===== src/rtl/count_pwm_pkg.sv =====
// Shared constants for the count-driven PWM generator:
// default widths and the FSM state encoding.
package count_pwm_pkg;

   localparam int CW_DEF = 4;
   localparam int PW_DEF = 8;

   localparam logic [1:0] ST_IDLE  = 2'd0;
   localparam logic [1:0] ST_ARM   = 2'd1;
   localparam logic [1:0] ST_RUN   = 2'd2;
   localparam logic [1:0] ST_DRAIN = 2'd3;

endpackage


===== src/rtl/count_pwm_gen_seq.sv =====
// Tracks the previous count and flags period boundaries and
// discontinuities (anything other than hold or +1 mod 2^CW).
module count_seq_detect
   import count_pwm_pkg::*;
#(
   parameter int CW = CW_DEF
) (
   input  logic          clk,
   input  logic          rst,
   input  logic [CW-1:0] count,
   output logic          boundary,
   output logic          disc
);

   logic [CW-1:0] prev_q;
   logic [CW-1:0] prev_d;
   logic [CW-1:0] prev_inc;

   always_comb begin
      prev_d   = count;
      prev_inc = prev_q + 1'b1;
      boundary = (prev_q == '1) && (count == '0);
      disc     = (count != prev_q) && (count != prev_inc);
   end

   always_ff @(posedge clk) begin
      if (!rst) prev_q <= '0;
      else      prev_q <= prev_d;
   end

endmodule


===== src/rtl/count_pwm_gen.sv =====
// PWM generator slaved to an upstream free-running counter, with a
// shadowed duty register applied only at period boundaries.
module count_pwm_gen
   import count_pwm_pkg::*;
#(
   parameter int CW = CW_DEF,
   parameter int PW = PW_DEF
) (
   input  logic          clk,
   input  logic          rst,
   input  logic [CW-1:0] count,
   input  logic          en,
   input  logic [CW-1:0] duty_in,
   input  logic          duty_wr,
   input  logic          err_clr,
   output logic          pwm,
   output logic          wrap,
   output logic [CW-1:0] duty_act,
   output logic [PW-1:0] periods,
   output logic          seq_err,
   output logic [1:0]    state
);

   logic          boundary;
   logic          disc;
   logic          load;

   logic [1:0]    state_q, state_d;
   logic          pwm_q, pwm_d;
   logic          wrap_q, wrap_d;
   logic [CW-1:0] duty_act_q, duty_act_d;
   logic [CW-1:0] pending_q, pending_d;
   logic          pend_v_q, pend_v_d;
   logic [PW-1:0] periods_q, periods_d;
   logic          seq_err_q, seq_err_d;

   count_seq_detect #(.CW(CW)) u_seq (
      .clk      (clk),
      .rst      (rst),
      .count    (count),
      .boundary (boundary),
      .disc     (disc)
   );

   always_comb begin
      state_d = state_q;
      case (state_q)
         ST_IDLE:  if (en) state_d = ST_ARM;
         ST_ARM: begin
            if (!en)           state_d = ST_IDLE;
            else if (boundary) state_d = ST_RUN;
         end
         ST_RUN: begin
            if (!en) state_d = boundary ? ST_IDLE : ST_DRAIN;
         end
         ST_DRAIN: begin
            if (boundary) state_d = ST_IDLE;
            else if (en)  state_d = ST_RUN;
         end
         default:  state_d = ST_IDLE;
      endcase
   end

   // A write on the boundary edge lands in pending for the next period.
   always_comb begin
      load = boundary && pend_v_q &&
             (state_q == ST_ARM || state_q == ST_RUN);
      pending_d  = duty_wr ? duty_in : pending_q;
      pend_v_d   = duty_wr ? 1'b1 : (load ? 1'b0 : pend_v_q);
      duty_act_d = load ? pending_q : duty_act_q;
   end

   always_comb begin
      pwm_d  = (state_d == ST_RUN || state_d == ST_DRAIN) &&
               (count < duty_act_d);
      wrap_d = boundary;
      periods_d = periods_q;
      if (boundary && periods_q != '1 &&
          (state_q == ST_RUN || state_q == ST_DRAIN))
         periods_d = periods_q + 1'b1;
      seq_err_d = disc ? 1'b1 : (err_clr ? 1'b0 : seq_err_q);
   end

   always_ff @(posedge clk) begin
      if (!rst) begin
         state_q    <= ST_IDLE;
         pwm_q      <= 1'b0;
         wrap_q     <= 1'b0;
         duty_act_q <= '0;
         pending_q  <= '0;
         pend_v_q   <= 1'b0;
         periods_q  <= '0;
         seq_err_q  <= 1'b0;
      end else begin
         state_q    <= state_d;
         pwm_q      <= pwm_d;
         wrap_q     <= wrap_d;
         duty_act_q <= duty_act_d;
         pending_q  <= pending_d;
         pend_v_q   <= pend_v_d;
         periods_q  <= periods_d;
         seq_err_q  <= seq_err_d;
      end
   end

   assign pwm      = pwm_q;
   assign wrap     = wrap_q;
   assign duty_act = duty_act_q;
   assign periods  = periods_q;
   assign seq_err  = seq_err_q;
   assign state    = state_q;

endmodule


===== config.mk =====
export PLATFORM = sky130hd
export DESIGN_NAME = count_pwm_gen
export DESIGN_NICKNAME = d
export VERILOG_FILES = /design/src/rtl/count_pwm_pkg.sv /design/src/rtl/count_pwm_gen_seq.sv /design/src/rtl/count_pwm_gen.sv
export SDC_FILE = /design/constraint.sdc
export NUM_CORES = 1
export LEC_CHECK = 0
export CAP_MARGIN = 10
export CORE_ASPECT_RATIO = 1.2
export CORE_MARGIN = 5
export CORE_UTILIZATION = 47
export CTS_BUF_LIST = sky130_fd_sc_hd__clkbuf_2 sky130_fd_sc_hd__clkbuf_4 sky130_fd_sc_hd__clkbuf_8
export DETAILED_ROUTE_END_ITERATION = 7
export GPL_ROUTABILITY_DRIVEN = 0
export HOLD_SLACK_MARGIN = 0.05
export MAX_ROUTING_LAYER = met4
export PLACE_DENSITY = 0.83
export SYNTH_ARGS = -nofsm -noshare
export SYNTH_HDL_FRONTEND = slang
export SYNTH_SLANG_ARGS = --single-unit

===== constraint.sdc =====
create_clock -name clk -period 2.9 [get_ports clk]
set_input_delay 0.87 -clock clk [delete_from_list [all_inputs] [get_ports clk]]
set_output_delay 0.87 -clock clk [all_outputs]
set_load 0.01 [all_outputs]

**After elaboration in Yosys (flattened, before gate mapping)**

Index checks and enable logic that the tools add are counted.

- Add/sub/neg operators: 2
- Reductions and logical operators: 14
- Equality and inequality tests: 9
- Mux-type cells: 13
- Magnitude comparators: 1

Operators by type and width:

| kind | number |
|---|---|
| 2-bit two-way mux | 7 |
| 8-bit by 1-bit adder with 8-bit output (second input constant) | 1 |
| 2-bit equality test (second input constant) | 4 |
| 4-bit inequality test | 2 |
| 8-bit inequality test (second input constant) | 1 |
| 2-bit case mux with 4 select lines | 1 |
| 1-bit logical AND | 7 |
| 4-bit by 1-bit adder with 4-bit output (second input constant) | 1 |
| 4-bit equality test (second input constant) | 1 |
| 4-bit zero test | 1 |
| 4-bit < comparator | 1 |
| 1-bit two-way mux | 4 |
| 4-bit two-way mux | 1 |
| 2-bit nonzero test | 2 |
| 1-bit logical OR | 3 |
| 2-bit by 1-bit equality test with 1-bit output (second input constant) | 1 |
| 2-bit zero test | 1 |

- Register bits: 26
- Input bits: 13
- Output and inout bits: 17
- Logic and storage cells: 48

**Depth between registers and ports, before layout**

Gate-level depths: netlist (run 1).

- Depth after elaboration: 8
- Mapped depth: 9
- Mapped depth without buffers: 9

**By module**

Synthesis (run 1) repeated with hierarchy kept, for this count alone.

- Cell total of the unflattened synthesis: 132
- Area, all modules: 1296.2 um^2

By module, submodules not included:

| module | instances | cells an instance | area an instance (um^2) |
|---|---|---|---|
| count_pwm_gen | 1 | 109 | 1069.8 |
| count_seq_detect | 1 | 23 | 226.5 |

**Least setup slack after synthesis (run 1)**

No wires, ideal clock.

- Path type: in2reg
- Start: input port count[1]
- End: register pwm_q, in the netlist pwm
- Stages on the path: 7
- Slack: 0.086 ns
- Data arrival time: 2.727 ns
- Library setup time: 0.087 ns
- Cells stage by stage: or4_4 > nor3_2 > mux2i_1 > ha_1 > and3_1 > o311a_1 > nor4b_2

- Longest elaborated chain between the ends: 8

Ends and longest elaborated chain:

| what | RTL line | RTL |
|---|---|---|
| from (decl) | count_pwm_gen.sv:11 | `input logic [CW-1:0] count,` |
| 4-bit zero test | count_pwm_gen_seq.sv:22 | `boundary = (prev_q == '1) && (count == '0);` |
| 1-bit logical AND | count_pwm_gen_seq.sv:22 |  |
| 2-bit two-way mux, on equally long branches | count_pwm_gen.sv:54, count_pwm_gen.sv:51 |  |
| 2-bit two-way mux, on equally long branches | count_pwm_gen.sv:54, count_pwm_gen.sv:50 |  |
| 2-bit case mux with 4 select lines | count_pwm_gen.sv:47 | `case (state_q)` |
| 2-bit equality test | count_pwm_gen.sv:74 | `pwm_d = (state_d == ST_RUN \|\| state_d == ST_DRAIN) &&` |
| 1-bit logical OR | count_pwm_gen.sv:74 |  |
| 1-bit logical AND * | count_pwm_gen.sv:74 |  |
| to (signal assigned) | count_pwm_gen.sv:96 | `pwm_q <= pwm_d;` |
| to (decl) | count_pwm_gen.sv:29 | `logic pwm_q, pwm_d;` |

Every way passes the cells marked *; elsewhere a longest branch is shown, timed or not.
A chain may end at the register's enable or synchronous reset.

**Worst setup path in the final report (run 1)**

Same ends and word-level chain as after synthesis.

==> results of run 1 <==
## per-layer routing
layer	global-route usage	wire length (µm)	part of all wire
met3	0.0279	200	0.061
met1	0.176	1330	0.41
met5	-	0	0
met2	0.312	1720	0.53
met4	0.0878	17	0.0052
## cells by family (layout without fill, tap and decap cells)
logic type / after synthesis / in the layout / share of synthesized area
multiplexers: 8 / 8 / 0.0588
AND/OR/NAND/NOR: 58 / 58 / 0.249
buffers and inverters: 11 / 55 / 0.0303
flip-flops: 26 / 26 / 0.382
adder cells (fa/ha/maj): 9 / 9 / 0.0826
XOR/XNOR: 7 / 7 / 0.0450
AO/OA/AOI/OAI: 32 / 32 / 0.152
## Yosys cell counts (all sizes together)
| master | instances | area (µm²) |
|---|---|---|
| and2 | 4 | 25.0 |
| o21a | 1 | 7.51 |
| or4 | 7 | 56.3 |
| xor2 | 5 | 43.8 |
| or3 | 1 | 6.26 |
| nor2 | 12 | 45.0 |
| nor2b | 1 | 6.26 |
| nor4b | 2 | 23.8 |
| ha | 9 | 113 |
| nor4 | 2 | 18.8 |
| nand3b | 1 | 7.51 |
| nand3 | 6 | 30.0 |
| inv | 5 | 18.8 |
| or2 | 1 | 6.26 |
| o41ai | 4 | 35.0 |
| nor3 | 2 | 15.0 |
| or3b | 1 | 8.76 |
| nand4 | 1 | 6.26 |
| o211ai | 3 | 22.5 |
| o211a | 1 | 10.0 |
| nand2 | 10 | 37.5 |
| o311a | 1 | 10.0 |
| dfxtp | 26 | 521 |
| o31ai | 3 | 22.5 |
| and3b | 1 | 8.76 |
| buf | 1 | 3.75 |
| a211oi | 1 | 7.51 |
| clkbuf | 4 | 15.0 |
| nand2b | 4 | 25.0 |
| xnor2 | 2 | 17.5 |
| mux2i | 8 | 80.1 |
| a21o | 1 | 7.51 |
| and3 | 2 | 12.5 |
| clkinv | 1 | 3.75 |
| a21oi | 12 | 60.1 |
| o21ai | 5 | 25.0 |
## timing repair
action,in CTS,in global routing
setup buffers,3,2
setup endpoints to repair,1,1
cloned,0,0
pin swaps,4,8
gates resized for setup,3,10
endpoints found under the hold margin,0,0
hold buffers,0,0
## tightest hold or removal path, cell delays in order (launching register included)
cell and delay, ns:
dfxtp_1 0.36, nand2_1 0.06, mux2i_1 0.05
## flip-flops by register name (all words and copies together), names as in the netlist
register	count
pending_q	4
seq_err	1
pwm	1
duty_act	4
u_seq.prev_q	4
state	2
periods	8
pend_v_q	1
wrap	1
## per-stage QoR
stage / cell area, µm² / utilization / instances
floorplan: 1360 / - / 151
global placement: 1770 / 0.634 / 221
detailed placement: 1770 / 0.634 / 221
CTS: 1830 / 0.655 / 227
global route: 1890 / 0.678 / 229
finish: 1890 / 0.678 / 229
## final cells by class
cell class / instances / share of cell area
well taps: 34 / 0.0225
clock buffers: 3 / 0.0119
multi-input cells: 114 / 0.447
flip-flops and latches: 26 / 0.276
inverters: 6 / 0.0119
repair buffers: 46 / 0.231
## power by group through the flow
stage,Combinational [µW],Clock (µW),Sequential (µW)
floorplan,133,0,418
global placement,225,0,413
detailed placement,233,0,415
CTS,236,155,407
global route,264,167,413
finish,240,147,407
## path summary, 6_finish.rpt
path | from | endpoint | slack (ns) | cells past startpoint
setup / recovery | count[1] | pwm | 0.12 | 9
hold / removal | periods[5] | periods[5] | 0.50 | 2
setup reg to reg | state[1] | pwm | 0.49 | 10
hold reg to reg | periods[5] | periods[5] | 0.50 | 2
## cell usage in the layout, fill, tap and decap left out, drive strengths merged, types with 6 or more instances in the layout
cell,count
or4,7
ha,9
nand3,6
clkdlybuf4s50,25
mux2i,8
dfxtp,26
buf,17
nor2,12
nand2,10
a21oi,12
==> summary.txt, run 1 <==
Worst setup path
  • CP endpoint kind: flop
  • Startpoint types: input port
  • Largest stage delay, worst path: 0.56 ns
  • Critical Path RT: 3.14 ns
  • Buf/Inv on CP: 2
  • Worst Path Max Fanout: 2
  • Cell chain of the critical path: dlymetal6s2s_1, or4_4, nor3_4, buf_6, mux2i_2, ha_1, and3_4, o311a_1, nor4b_2
  • Crit Path Category: input port to flop
  • Critical-path top delay cell: or4_4
  • Cell family with most CP delay: simple AND/OR/NAND/NOR gates
  • Arr. time, crit path: 3.02 ns

Route
  • Initial drt markers: 75
  • Detailed-route wire length: 3270 µm
  • DR pass1 iterations: 4
  • ANT nets after route: 0
  • Via density: 5.59
  • DR vias: 1279
  • Routed wirelength normalized by instance count: 14.3 µm
  • Residual DRC: 0

Cells and area
  • Share of cells above drive strength 1: 0.154
  • Multi-input logic area: 845 µm²
  • Layout fillers: 213
  • Reg area: 520 µm²
  • Antenna diodes: 0
  • Area growth, synth to finish: 38.6%
  • Nets: 219

Placed design
  • DP HPWL: 2480 µm
  • Setup Slack @ Placement: -0.406 ns
  • # port buffers: 29

Timing
  • Tmin final: 2.78 ns
  • Clk_skew: 0.00937 ns
  • Max Clk Rate: 360 MHz
  • Final setup vio count: 0
  • TNS Setup: 0 ns
  • Slew headroom: 0.628
  • Ratio of final minimum period to clock period: 0.958
  • Least-Margin Pin Slew: 0.555 ns
  • RSZ-0062 raised after global routing: false
  • Endpoints failing hold: 0
  • Final WS setup: 0.121 ns
  • Hold_ws: 0.499 ns
  • Max Slew Vio Count: 0

Clock tree
  • CTS tree: yes
  • Skew-Pair Late Insertion Delay: 0.31 ns
  • H-Tree Level Count: 1
  • CTS root buf: clkbuf_4
  • Reg clk slew, reported paths: 0.13 ns
  • Bufs on Longest Clock Path: 2
  • Num CTS Buffers: 3
  • CTS sink count: 26

Synth
  • Synthesized area: 0.00136 mm²
  • Post-Synthesis Cells: 151
  • Syn. warnings: 0
  • Unique masters post-synth: 41
  • Post-synthesis net count: 173
  • Post-synthesis register bit count: 26
  • Avg Cell Area, Syn: 9.02 µm²
  • Sequential fraction of the synthesis area: 0.382

Floorplan
  • CORE AREA: 0.00279 mm²
  • Initial Util: 0.489
  • Row count: 21
  • # IOs: 30
  • Die H: 69.0 µm
  • Die Width: 59.2 µm
  • Die ar.: 0.00408 mm²

Global route
  • Largest net degree at the start of global routing: 16
  • All-layer global routing usage: 0.171
  • Vias in the first global route: 1289
  • Antenna violations before repair: 0
  • Congestion Overflow GR: 0
  • First-pass GRT wire length: 5310 µm

Pwr
  • Static Leak: 0.000746 µW
  • Maximum VDD drop: 0.329 mV
  • P_int: 545 µW
  • Register share of total power: 0.513
  • PwrDens: 421 mW/mm²
  • Final Power: 794 µW
  • Comb power frac: 0.302
  • Clock power frac: 0.185
  • Sw Share: 0.313
  • Sw power: 249 µW

Worst hold path
  • Min-Delay Path Class: flop to flop

Outcome
  • Status: completed

Job
  • Max_cap viols: 0
Note: power is estimated with default switching activity, not from simulation.
==> run 2, diff against run 1 <==
--- a/config.mk
+++ b/config.mk
@@ -10,9 +10,9 @@
 export CORE_MARGIN = 5
 export CORE_UTILIZATION = 47
 export CTS_BUF_LIST = sky130_fd_sc_hd__clkbuf_2 sky130_fd_sc_hd__clkbuf_4 sky130_fd_sc_hd__clkbuf_8
+export CTS_CLUSTER_SIZE = 8
 export DETAILED_ROUTE_END_ITERATION = 7
 export GPL_ROUTABILITY_DRIVEN = 0
-export HOLD_SLACK_MARGIN = 0.05
 export MAX_ROUTING_LAYER = met4
 export PLACE_DENSITY = 0.83
 export SYNTH_ARGS = -nofsm -noshare
==> results of run 2 <==
Same layout as run 1: the final DEF is identical, and so are final timing and power.
==> run 3, diff against run 2 <==
--- a/config.mk
+++ b/config.mk
@@ -15,6 +15,7 @@
 export GPL_ROUTABILITY_DRIVEN = 0
 export MAX_ROUTING_LAYER = met4
 export PLACE_DENSITY = 0.83
+export SETUP_SLACK_MARGIN = 0.02
 export SYNTH_ARGS = -nofsm -noshare
 export SYNTH_HDL_FRONTEND = slang
 export SYNTH_SLANG_ARGS = --single-unit
==> results of run 3 <==
Same layout as run 1: the final DEF is identical, and so are final timing and power.
==> patch, RTL diff (config.mk and constraints of run 1) <==
Register the output `seq_err` once more, with the module's reset; this adds one clock of latency there. The other outputs are not delayed to match.
--- a/src/rtl/count_pwm_gen.sv
+++ b/src/rtl/count_pwm_gen.sv
@@ -107,7 +107,13 @@
    assign wrap     = wrap_q;
    assign duty_act = duty_act_q;
    assign periods  = periods_q;
-   assign seq_err  = seq_err_q;
+   always_ff @(posedge clk) begin
+      if (!rst) begin
+         seq_err <= '0;
+      end else begin
+         seq_err <= seq_err_q;
+      end
+   end
    assign state    = state_q;
 
 endmodule
Check against the original RTL: not equivalent (Yosys sat finds a counterexample within 4 cycles, from zero or initial values and one cycle with rst low).
==> patch against run 1 <==
Count of clock-buffer cells in the layout is 1 higher. Non-clock buffer count is 2 lower. Setup slack better by 0.057 ns. Total power is 11% lower. Synthesized area is 1.7% higher. Design area is 0.13% lower. Fmax is 2.1% higher. Sequential cell count is 1 higher. Global-route usage is 1.5 points higher. Routed wire length is 6.6% higher. Combinational power is 47% lower. Synthesized cell count is 2.0% lower. Largest power group unchanged.
==> patch: results <==
metrics = {
    "final_layout": {
        "area_growth_pct": 36.1,
        "n_all_inverters": 7,
        "fin_nets": 214,
        "clkbuf_count": 4,
        "fillers": 215,
        "buffers": 44,
        "clk_share_pct": 1.59,
        "seq_share_pct": 28.7,
        "drive_gt1_share_pct": 13.6,
        "buf_share_pct": 21.8,
    },
    "grt": {
        "grt_pass1_wl_mm": 5.98,
        "gr-usage-met1_pct": 21.0,
        "grt.met2_usage_pct": 32.4,
    },
    "status": {
        "outcome": "finished, final reports clean",
    },
    "placement": {
        "placed_cell_area_um2": 1800,
        "dp_cells": 219,
    },
    "power": {
        "seqPwrFrac_pct": 56.1,
        "ir_worst_vdd_mv": 0.278,
    },
    "min_path": {
        "min_from": "seq_err_q$_SDFFE_PN0P_",
    },
    "setup_path": {
        "rrSetupSlack_ns": 0.46,
    },
    "timing": {
        "fin_ws_ns": 0.178,
    },
    "detailed_routing": {
        "drt-met1-wl_mm": 1.44,
        "dr_wl_met3_um": 160,
        "routed_wl_mm": 3.48,
    },
    "clock_network": {
        "clock-sinks": 27,
    },
    "floorplanning": {
        "core_um2": 2810,
    },
}
==> patch: changes by cell type in the layout (fill, tap and decap cells not counted), sizes merged, moves of 3 or more <==
cell and change:
or4 -4, mux2i +3, a31oi +3, a21oi -5
==> patch: cell families (layout without fill, tap and decap cells) <==
family                   after synthesis  after routing  share of synthesized area (%)
AO/OA/AOI/OAI                         32             32                           15.2
XOR/XNOR                               7              7                           4.43
adder cells (fa/ha/maj)                9              9                           8.13
buffers and inverters                 12             55                           3.34
flip-flops                            27             27                           39.0
multiplexers                          11             11                           7.95
AND/OR/NAND/NOR                       50             50                           22.0
==> patch: worst max-delay path, stage by stage <==
cell and delay (ns):
clkdlybuf4s50_1 0.47, nor4_4 0.17, nand4_1 0.14, buf_4 0.20, mux2i_1 0.21, ha_1 0.29, and3_1 0.19, a221oi_2 0.25
mux2i_1 0.10, a21oi_1 0.12
==> patch: timing repair <==
item,4_1_cts,5_1_grt
pin swaps,1,2
setup endpoints to repair,1,1
resized for setup,0,9
buffers inserted,1,1
